<file path="src/rtl/lifo_stack.sv">
// Parametrised synchronous LIFO stack with registered pop output and replace-top on push+pop.
// Define LIFO_ERR_EN to enable the sticky overflow/underflow flags (cleared by err_clr).
module lifo_stack #(
    parameter int WIDTH = 8,
    parameter int DEPTH = 16,
    localparam int CW = $clog2(DEPTH + 1)
) (
    input  logic             clk,
    input  logic             reset,
    input  logic             push,
    input  logic             pop,
    input  logic [WIDTH-1:0] din,
    output logic [WIDTH-1:0] dout,
    output logic             dout_valid,
    output logic [WIDTH-1:0] top,
    output logic [CW-1:0]    count,
    output logic             full,
    output logic             empty,
    output logic             overflow,
    output logic             underflow,
    input  logic             err_clr
);

    localparam int AW = (DEPTH > 1) ? $clog2(DEPTH) : 1;
    localparam logic [CW-1:0] DEPTH_C = CW'(DEPTH);

    logic [WIDTH-1:0] mem [DEPTH];
    logic [CW-1:0]    sp;
    logic [CW-1:0]    sp_next;
    logic [AW-1:0]    top_idx;
    logic [AW-1:0]    wr_idx;
    logic [AW-1:0]    wr_addr;
    logic             wr_en;
    logic             out_en;
    logic [WIDTH-1:0] out_data;
    logic             ovf_evt;
    logic             udf_evt;
    logic             is_full;
    logic             is_empty;

    assign is_empty = (sp == '0);
    assign is_full  = (sp == DEPTH_C);
    assign top_idx  = AW'(sp - CW'(1));
    assign wr_idx   = AW'(sp);

    assign count = sp;
    assign full  = is_full;
    assign empty = is_empty;

    // top_idx wraps when empty, so the array read is masked rather than trusted
    always_comb begin
        top = '0;
        if (!is_empty) begin
            top = mem[top_idx];
        end
    end

    always_comb begin
        sp_next  = sp;
        wr_en    = 1'b0;
        wr_addr  = wr_idx;
        out_en   = 1'b0;
        out_data = din;
        ovf_evt  = 1'b0;
        udf_evt  = 1'b0;
        case ({push, pop})
            2'b10: begin
                if (!is_full) begin
                    wr_en   = 1'b1;
                    sp_next = sp + CW'(1);
                end else begin
                    ovf_evt = 1'b1;
                end
            end
            2'b01: begin
                if (!is_empty) begin
                    out_en   = 1'b1;
                    out_data = mem[top_idx];
                    sp_next  = sp - CW'(1);
                end else begin
                    udf_evt = 1'b1;
                end
            end
            2'b11: begin
                // Empty stack passes din straight through; otherwise the top is swapped.
                out_en = 1'b1;
                if (!is_empty) begin
                    out_data = mem[top_idx];
                    wr_en    = 1'b1;
                    wr_addr  = top_idx;
                end
            end
            default: begin
            end
        endcase
    end

    always_ff @(posedge clk) begin
        if (wr_en && !reset) begin
            mem[wr_addr] <= din;
        end
    end

    always_ff @(posedge clk) begin
        if (reset) begin
            sp         <= '0;
            dout       <= '0;
            dout_valid <= 1'b0;
        end else begin
            sp         <= sp_next;
            dout_valid <= out_en;
            if (out_en) begin
                dout <= out_data;
            end
        end
    end

`ifdef LIFO_ERR_EN
    // A new error on the same edge as err_clr keeps its flag set.
    always_ff @(posedge clk) begin
        if (reset) begin
            overflow  <= 1'b0;
            underflow <= 1'b0;
        end else begin
            if (ovf_evt) begin
                overflow <= 1'b1;
            end else if (err_clr) begin
                overflow <= 1'b0;
            end
            if (udf_evt) begin
                underflow <= 1'b1;
            end else if (err_clr) begin
                underflow <= 1'b0;
            end
        end
    end
`else
    logic err_unused;
    assign err_unused = err_clr ^ ovf_evt ^ udf_evt;
    assign overflow   = 1'b0;
    assign underflow  = 1'b0;
`endif

endmodule

</file>
<file path="config.mk">
export PLATFORM = sky130hd
export DESIGN_NAME = lifo_stack
export DESIGN_NICKNAME = d
export VERILOG_FILES = /design/src/rtl/lifo_stack.sv
export SDC_FILE = /design/constraint.sdc
export NUM_CORES = 1
export LEC_CHECK = 0
export ABC_CLOCK_PERIOD_IN_PS = 4900
export CAP_MARGIN = 20
export CORE_MARGIN = 10
export CORE_UTILIZATION = 59
export DETAILED_ROUTE_END_ITERATION = 8
export HOLD_SLACK_MARGIN = 0.08
export PLACE_DENSITY = 0.8
export SLEW_MARGIN = 25
export SYNTH_ARGS = -nofsm -noshare
export SYNTH_HDL_FRONTEND = slang
export SYNTH_SLANG_ARGS = --single-unit
</file>
<file path="constraint.sdc">
create_clock -name clk -period 4.9 [get_ports clk]
set_clock_uncertainty 0.2 [all_clocks]
set_input_delay 0.98 -clock clk [delete_from_list [all_inputs] [get_ports clk]]
set_output_delay 0.98 -clock clk [all_outputs]
set_load 0.05 [all_outputs]
</file>
# Yosys cells after proc, flatten, opt, wreduce, memory -nomap -nowiden
# Memory sizes are Yosys's and may differ from the RTL's.
# Cells that the tools add are included.
# word_totals
ff_bits,14
mem_count,1
ramBits,128
inputBits,13
latch_bits,0
romBits,0
word_cells,32
out_inout_bits,26
# classes
n_reduce_logical,6
div,0
n_eq_ne,6
addsub,2
multipliers,0
n_lt_le_gt_ge,0
bitwise,0
mux,14
n_shift,0
# memory_table
name,words,width,rd,rd_ports_with_merged_regs,wr,line,text
mem,16,8,1,0,1,27,logic [WIDTH-1:0] mem [DEPTH];
# ops
operator,count
$mux W8,3
$mux W5,2
$pmux W5 S2,1
$mux W4,2
$add A5 B1 Y5 const B,1
$eq A5 B5 Y1 const B,1
$logic_not A5 Y1,1
$sub A5 B1 Y5 const B,1
$eq A2 B2 Y1 const B,2
$mux W1,4
$ne A2 B2 Y1 const B,2
$pmux W1 S2,2
$reduce_and A3 Y1,1
$eq A2 B1 Y1 const B,1
$reduce_bool A2 Y1,1
$reduce_or A2 Y1,1
$logic_and A1 B1 Y1,1
$logic_not A1 Y1,1

# Logic depth before layout (Yosys ltp)
# Gate-level depths: netlist (run 1).
# depth
depth_word,6
mapped_depth,13
ltp_nobuf,8

# Least setup slack after synthesis (run 1)
# Ideal clock, no wire load.
# synth_path
path_type,reg-to-output
from,"register sp[0], in the netlist count[0]"
to,output port top[3]
arrival_ns,3.673
stages_incl_launch_ff,11
required_ns,3.720
path_buffers,4
slack_ns,0.047
path_cell_list,dfxtp_1 > buf_6 > buf_2 > inv_1 > buf_4 > ha_1 > buf_4 > xnor2_2 > nor2_1 > a22o_1 > o32ai_1
# synth_via
elab_chain_cells,3
elab_cells_between_ends,4
classes_between,add/sub (1); mux (1); reduce/logical (1); memory (1)
# synth_lines
element,line,text
start: declaration,28,logic [CW-1:0] sp;
start signal: assignment,110,sp <= sp_next;
$sub A5 B1 Y5,n/a,
$mem_v2 Z16 W8,n/a,
$mux W8 (*),53,if (!is_empty) begin
end: declaration,15,"output logic [WIDTH-1:0] top,"
# Mark *: on every way between the ends. The rest lies on a longest branch, timed or not.

# Worst setup path after layout (run 1)
# layout_path
from,"register sp[1], in the netlist count[1]"
to,output port top[1]
# The elaborated chain is that of the path after synthesis.

==> results.md, run 1 <==
* Result of the run: completed
* # H-tree levels at 4
* Post-synth top area share at 0.644
* Pins Over Slew Limit at 0
* Total core area at 9820 µm²
* Pin count of the biggest net entering global routing at 28
* Worst skew pair latency at 530 ps
* Total track usage at 0.179
* Die Width at 121 µm
* Worst setup path class: flip-flop to primary output
* Sequential area share after synthesis at 0.691
* Worst-Margin Slew at 949 ps
* Pre-antenna DRT Iters at 5
* Initial antenna violation count at 0
* Warning count from the yosys run at 0
* Yosys cell types at 51
* Min-Delay Path Class: flip-flop to flip-flop
* Worst EP required at 3720 ps
* Post-CTS Setup Inserts at 0
* Post-route ant nets at 0
* Gr ovfl total at 0
* Worst-case clock buffer depth at 2
* Worst setup EP type: primary output
* Number of synthesized flops with an enable pin at 128
* First-pass GRT wire length at 19.6 mm
* Row cnt at 36
* RSZ-0062 raised after global routing: no
* Power Dens Cells at 503 nW/µm²
* Die Y at approximately 120 µm
* Fmax at 0.221 GHz
* Final setup viols at 0
* FF+latch count, synth at around 140
* Die ar. at about 15000 µm²
* Vias per cell at 6.17
* Final period util at 0.923
* Rel. slew slack at 0.365
* Worst slack, placed at 878 ps
* Via count at about 3400
* Hpwl dp at about 8.2 mm
* Final WS setup at 377 ps
* Most frequent cells in the layout: edfxtp_1, nor2_1, clkdlybuf4s50_1
* TNS Setup at 0 ps
* Pleak at 2.32 nW
* Cts bufs inserted at 17
* Root Buffer: clkbuf_8
* CTS tree: built
* Layout cells sized above 1 at 0.196
* Top FF cell, synth: edfxtp_1
* Placer Congestion at 0.824
* Critical path data arrival time at 3340 ps
* Clock slew at reported path FFs at 70 ps
* Post-CTS sizing at 0
* Iter 0 DRT Violations at 363
* Routed length per placed instance at 22.6 µm
* Number of global-route vias before repair at roughly 3300
* Async SR Flop Fraction at 0
* Area Growth Syn to Fin at 16.9%
* Synth area leader: edfxtp_1
* Number of diodes at 0
* CP Launch Type: flip-flop
* I/O Pins at 39
* R2R cell count at 9
* Drt drc at 0
* Post-CTS Hold Buffers at 0
* Crit-path max FO at 21
* Clock sinks at ~140
* Post-synth design cell area at roughly 6000 µm²
* Initial Util at 0.608
* Worst IR Drop VDD at 0.272 mV
* Commonest non-fill, non-tap cell in the layout: edfxtp_1
* Mean area per synthesized cell at about 16 µm²
* IO Port Bufs at 35
* Total power at 0.00351 W
* Post-Route WL at 12.4 mm
* Min cycle time layout at 4520 ps
* Final Hold Fails at 0
* Dominant cells by area after synthesis: edfxtp_1, mux4_2, dfxtp_1, mux2i_1, mux4_1
* Worst Hold Depth at 1
* Mapped Cells at approximately 360
* Maxcap violations at 0
* Nets at 416
[area by class of cell]
| type | count | area [µm²] |
|---|---|---|
| Clock inverter | 15 | 161 |
| Multi-Input combinational cell | 192 | 1700 |
| Sequential cell | 142 | 4120 |
| Inverter | 7 | 26.3 |
| Fill cell | 626 | 2840 |
| Tap cell | 133 | 166 |
| Clock buffer | 17 | 414 |
| Timing Repair Buffer | 41 | 388 |
[final timing paths]
kind,slack (ps),to,start
worst max-delay path,380,top[1],count[1]$_SDFFE_PP0P_
worst min-delay path,340,dout[3]$_SDFFE_PP0P_,dout[3]$_SDFFE_PP0P_
worst max register to register,1370,mem[8][2]$_DFFE_PP_,count[0]$_SDFFE_PP0P_
worst min register to register,340,dout[3]$_SDFFE_PP0P_,dout[3]$_SDFFE_PP0P_
[kinds of logic (layout without fill, tap and decap cells)]
logic type	count (synthesis)	count (layout)	share of synthesized area
AOI/OAI and AO/OA	46	46	0.0583
and+or+nand+nor	84	84	0.0704
muxes	50	50	0.137
other	1	2	0.000628
DFF	142	142	0.691
adders and majority gates	2	2	0.00419
xor gates and xnor gates	8	8	0.0130
buffers and inverters	29	80	0.0258
[per-stage QoR]
step / hold WS (ps) / util / instances / instance area, µm²
3_5_place_dp: 333 / 0.652 / 515 / 6400
6_report: 343 / 0.711 / 547 / 6980
3_3_place_gp: 318 / 0.652 / 515 / 6400
5_1_grt: 368 / 0.711 / 547 / 6980
4_1_cts: 348 / 0.711 / 547 / 6980
2_1_floorplan: 598 / - / 363 / 5970
[cell usage after synthesis (all sizes together) (7+ instances only)]
cell	count
mux4	23
dfxtp	14
nand3	9
nand2	13
nor2	32
buf	14
mux2	9
edfxtp	128
a21oi	7
xnor2	7
clkbuf	8
mux2i	18
[metal layers]
metal	vias up	global-route usage	part of all wire
met4	0	0.0724	0.020
met5	-	0	0
met2	137	0.282	0.49
met3	24	0.0507	0.066
li1	1518	-	-
met1	1695	0.229	0.42
[power by group]
part | leakage (nW) | total (W) | internal [W] | switching (W)
clock | 0.281 | 0.00124 | 0.000733 | 0.000511
sequential | 1.27 | 0.00137 | 0.00135 | 0.0000190
combinational | 0.776 | 0.000895 | 0.000345 | 0.000550
total | 2.32 | 0.00351 | 0.00243 | 0.00108
[state kept, by name, summed over array words and instances (netlist names)]
signal / flops
dout: 8
mem: 128
count: 5
dout_valid: 1
[critical path: stages, from the launching register on]
cell     delay (ps)
dfxtp_1         490
inv_1           150
ha_2            680
buf_12          240
mux4_2          350
mux4_2          510
and2_1          180
buf_4           180
No activity file was read; power rests on OpenSTA's default activity.
==> run 2, diff against run 1 <==
--- a/config.mk
+++ b/config.mk
@@ -9,6 +9,7 @@
 export CAP_MARGIN = 20
 export CORE_MARGIN = 10
 export CORE_UTILIZATION = 59
+export CTS_CLUSTER_SIZE = 40
 export DETAILED_ROUTE_END_ITERATION = 8
 export HOLD_SLACK_MARGIN = 0.08
 export PLACE_DENSITY = 0.8
==> results of run 2 <==
No change in the layout: final DEF, timing and power equal those of run 1.
==> run 3, diff against run 2 <==
--- a/config.mk
+++ b/config.mk
@@ -8,11 +8,12 @@
 export ABC_CLOCK_PERIOD_IN_PS = 4900
 export CAP_MARGIN = 20
 export CORE_MARGIN = 10
-export CORE_UTILIZATION = 59
+export CORE_UTILIZATION = 60
 export CTS_CLUSTER_SIZE = 40
 export DETAILED_ROUTE_END_ITERATION = 8
+export DONT_BUFFER_PORTS = 1
 export HOLD_SLACK_MARGIN = 0.08
-export PLACE_DENSITY = 0.8
+export PLACE_DENSITY = 0.76
 export SLEW_MARGIN = 25
 export SYNTH_ARGS = -nofsm -noshare
 export SYNTH_HDL_FRONTEND = slang
==> results.md, run 3 (synthesized netlist as in run 1, its figures left out) <==
* Result of the run: completed
* Final core occ at 0.686
* Gr ovfl total at 0
* Worst path cell trace: inv_1 -> buf_4 -> ha_2 -> buf_4 -> mux4_2 -> mux2i_1 -> o32ai_2
* Total track usage at 0.175
* Worst Setup SP: count[0]$_SDFFE_PP0P_
* IO Port Bufs at 0
* Vias per cell at 6.25
* Routed length per placed instance at 24.1 µm
* Die ar. at 14300 µm²
* Register area at around 4100 µm²
* Post-CTS sizing at 0
* Total power at 0.00339 W
* Worst Hold End: count[0]$_SDFFE_PP0P_
* Hpwl dp at 7.99 mm
* Min-Delay Path Class: primary input to flip-flop
* Worst EP required at 3720 ps
* Iter 0 DRT Violations at 353
* Dpl cell area at between 6000 and 7000 µm²
* First-pass GRT wire length at 18.7 mm
* Final Hold Fails at 0
* Initial Util at 0.614
* Area Growth Syn to Fin at 11.7%
* FF-to-FF End: dout[4]$_SDFFE_PP0P_
* Worst skew pair latency at between 500 and 600 ps
* Post-CTS Setup Inserts at 0
* Launching point of the worst reg2reg path: count[0]$_SDFFE_PP0P_
* Layout cells sized above 1 at 0.205
* Hold WS at 315 ps
* Critical path data arrival time at 3480 ps
* Post-Route WL at roughly 12 mm
* RSZ-0062 raised after global routing: no
* CP Launch Type: flip-flop
* Placer Congestion at 0.806
* Reg2reg setup slack at 1310 ps
* TNS Setup at 0 ps
* Worst setup EP type: primary output
* Worst setup path class: flip-flop to primary output
* Number of diodes at 0
* Commonest non-fill, non-tap cell in the layout: edfxtp_1
* I/O Pins at 39
* Pre-antenna DRT Iters at 5
* Critical path depth at 7
* Min cycle time layout at between 4000 and 5000 ps
* Crit path max-delay cell type: ha_2
* Worst-case clock buffer depth at 2
* Critical Path Most Common Cell: buf_4
* Critical path buffer and inverter count at 3
* Fmax at ~0.21 GHz
* Worst IR Drop VDD at 0.231 mV
* Final period util at 0.952
* Pin count of the biggest net entering global routing at 39
* Fillers at 619
* Clock slew at reported path FFs at 60 ps
* Final Instance Area at approximately 6700 µm²
* Rel. slew slack at 0.291
* Number of global-route vias before repair at 3163
* Pleak at 2.20 nW
* Max reg flops at approximately 130
* Biggest register: mem
* Die Y at 120 µm
* Pins Over Slew Limit at 0
* # H-tree levels at 4
* Power Dens Cells at between 500 and 600 nW/µm²
* Multi-input logic area at 1740 µm²
* Post-CTS Hold Buffers at 0
* Drt drc at 0
* Final setup viols at 0
* Most frequent cells in the layout: edfxtp_1, nor2_1, mux2i_1, mux4_2, clkbuf_16
* Cts bufs inserted at 17
* CTS tree: built
* Nets at 383
* R2R cell count at 8
* Total core area at 9730 µm²
* Maxcap violations at 0
* Worst-Margin Slew at 1060 ps
* Min-delay src: reset
* CP peak stage delay at 970 ps
* Clock sinks at 142
* Post-route ant nets at 0
* Die Width at about 120 µm
* Initial antenna violation count at 0
* Crit-path max FO at 38
* Worst Hold Depth at 1
* Via count at 3213
* Crit path max-delay family: adder cells
* Row cnt at 36
* Root Buffer: clkbuf_8
-- run 3: worst max-delay path by stage --
stage | slack [ps] | to
3_5_place_dp | 790 | top[4]
5_1_grt | 60 | top[4]
2_1_floorplan | 50 | top[3]
6_report | 240 | top[4]
4_1_cts | 180 | top[4]
3_3_place_gp | 820 | top[4]
-- run 3: where the power goes --
group	leakage (nW)	internal (W)	total [W]	switching [W]
Clock	0.274	0.000748	0.00120	0.000453
Combinational	0.655	0.000281	0.000759	0.000477
Sequential	1.27	0.00135	0.00142	0.0000708
Total	2.20	0.00238	0.00339	0.00100
-- run 3: routing by layer --
metal / vias to the layer above / global-route usage / part of all wire
met3: 16 / 0.0577 / 0.086
met4: 0 / 0.0716 / 0.016
met1: 1605 / 0.226 / 0.41
met5: - / 0 / 0
li1: 1442 / - / -
met2: 150 / 0.270 / 0.49
-- run 3: layout make-up --
class,instances,area share
well taps,133,0.0249
inverters,7,0.00394
clock inverters,7,0.0133
multi-input cells,192,0.261
repair buffers,8,0.00900
flip-flops and latches,142,0.618
clock buffers,25,0.0696
-- run 3: stage by stage --
stage | setup WS, ps | instances
4_1_cts | 178 | 514
3_3_place_gp | 822 | 482
6_report | 236 | 514
2_1_floorplan | 46.6 | 363
3_5_place_dp | 786 | 482
5_1_grt | 57.6 | 514
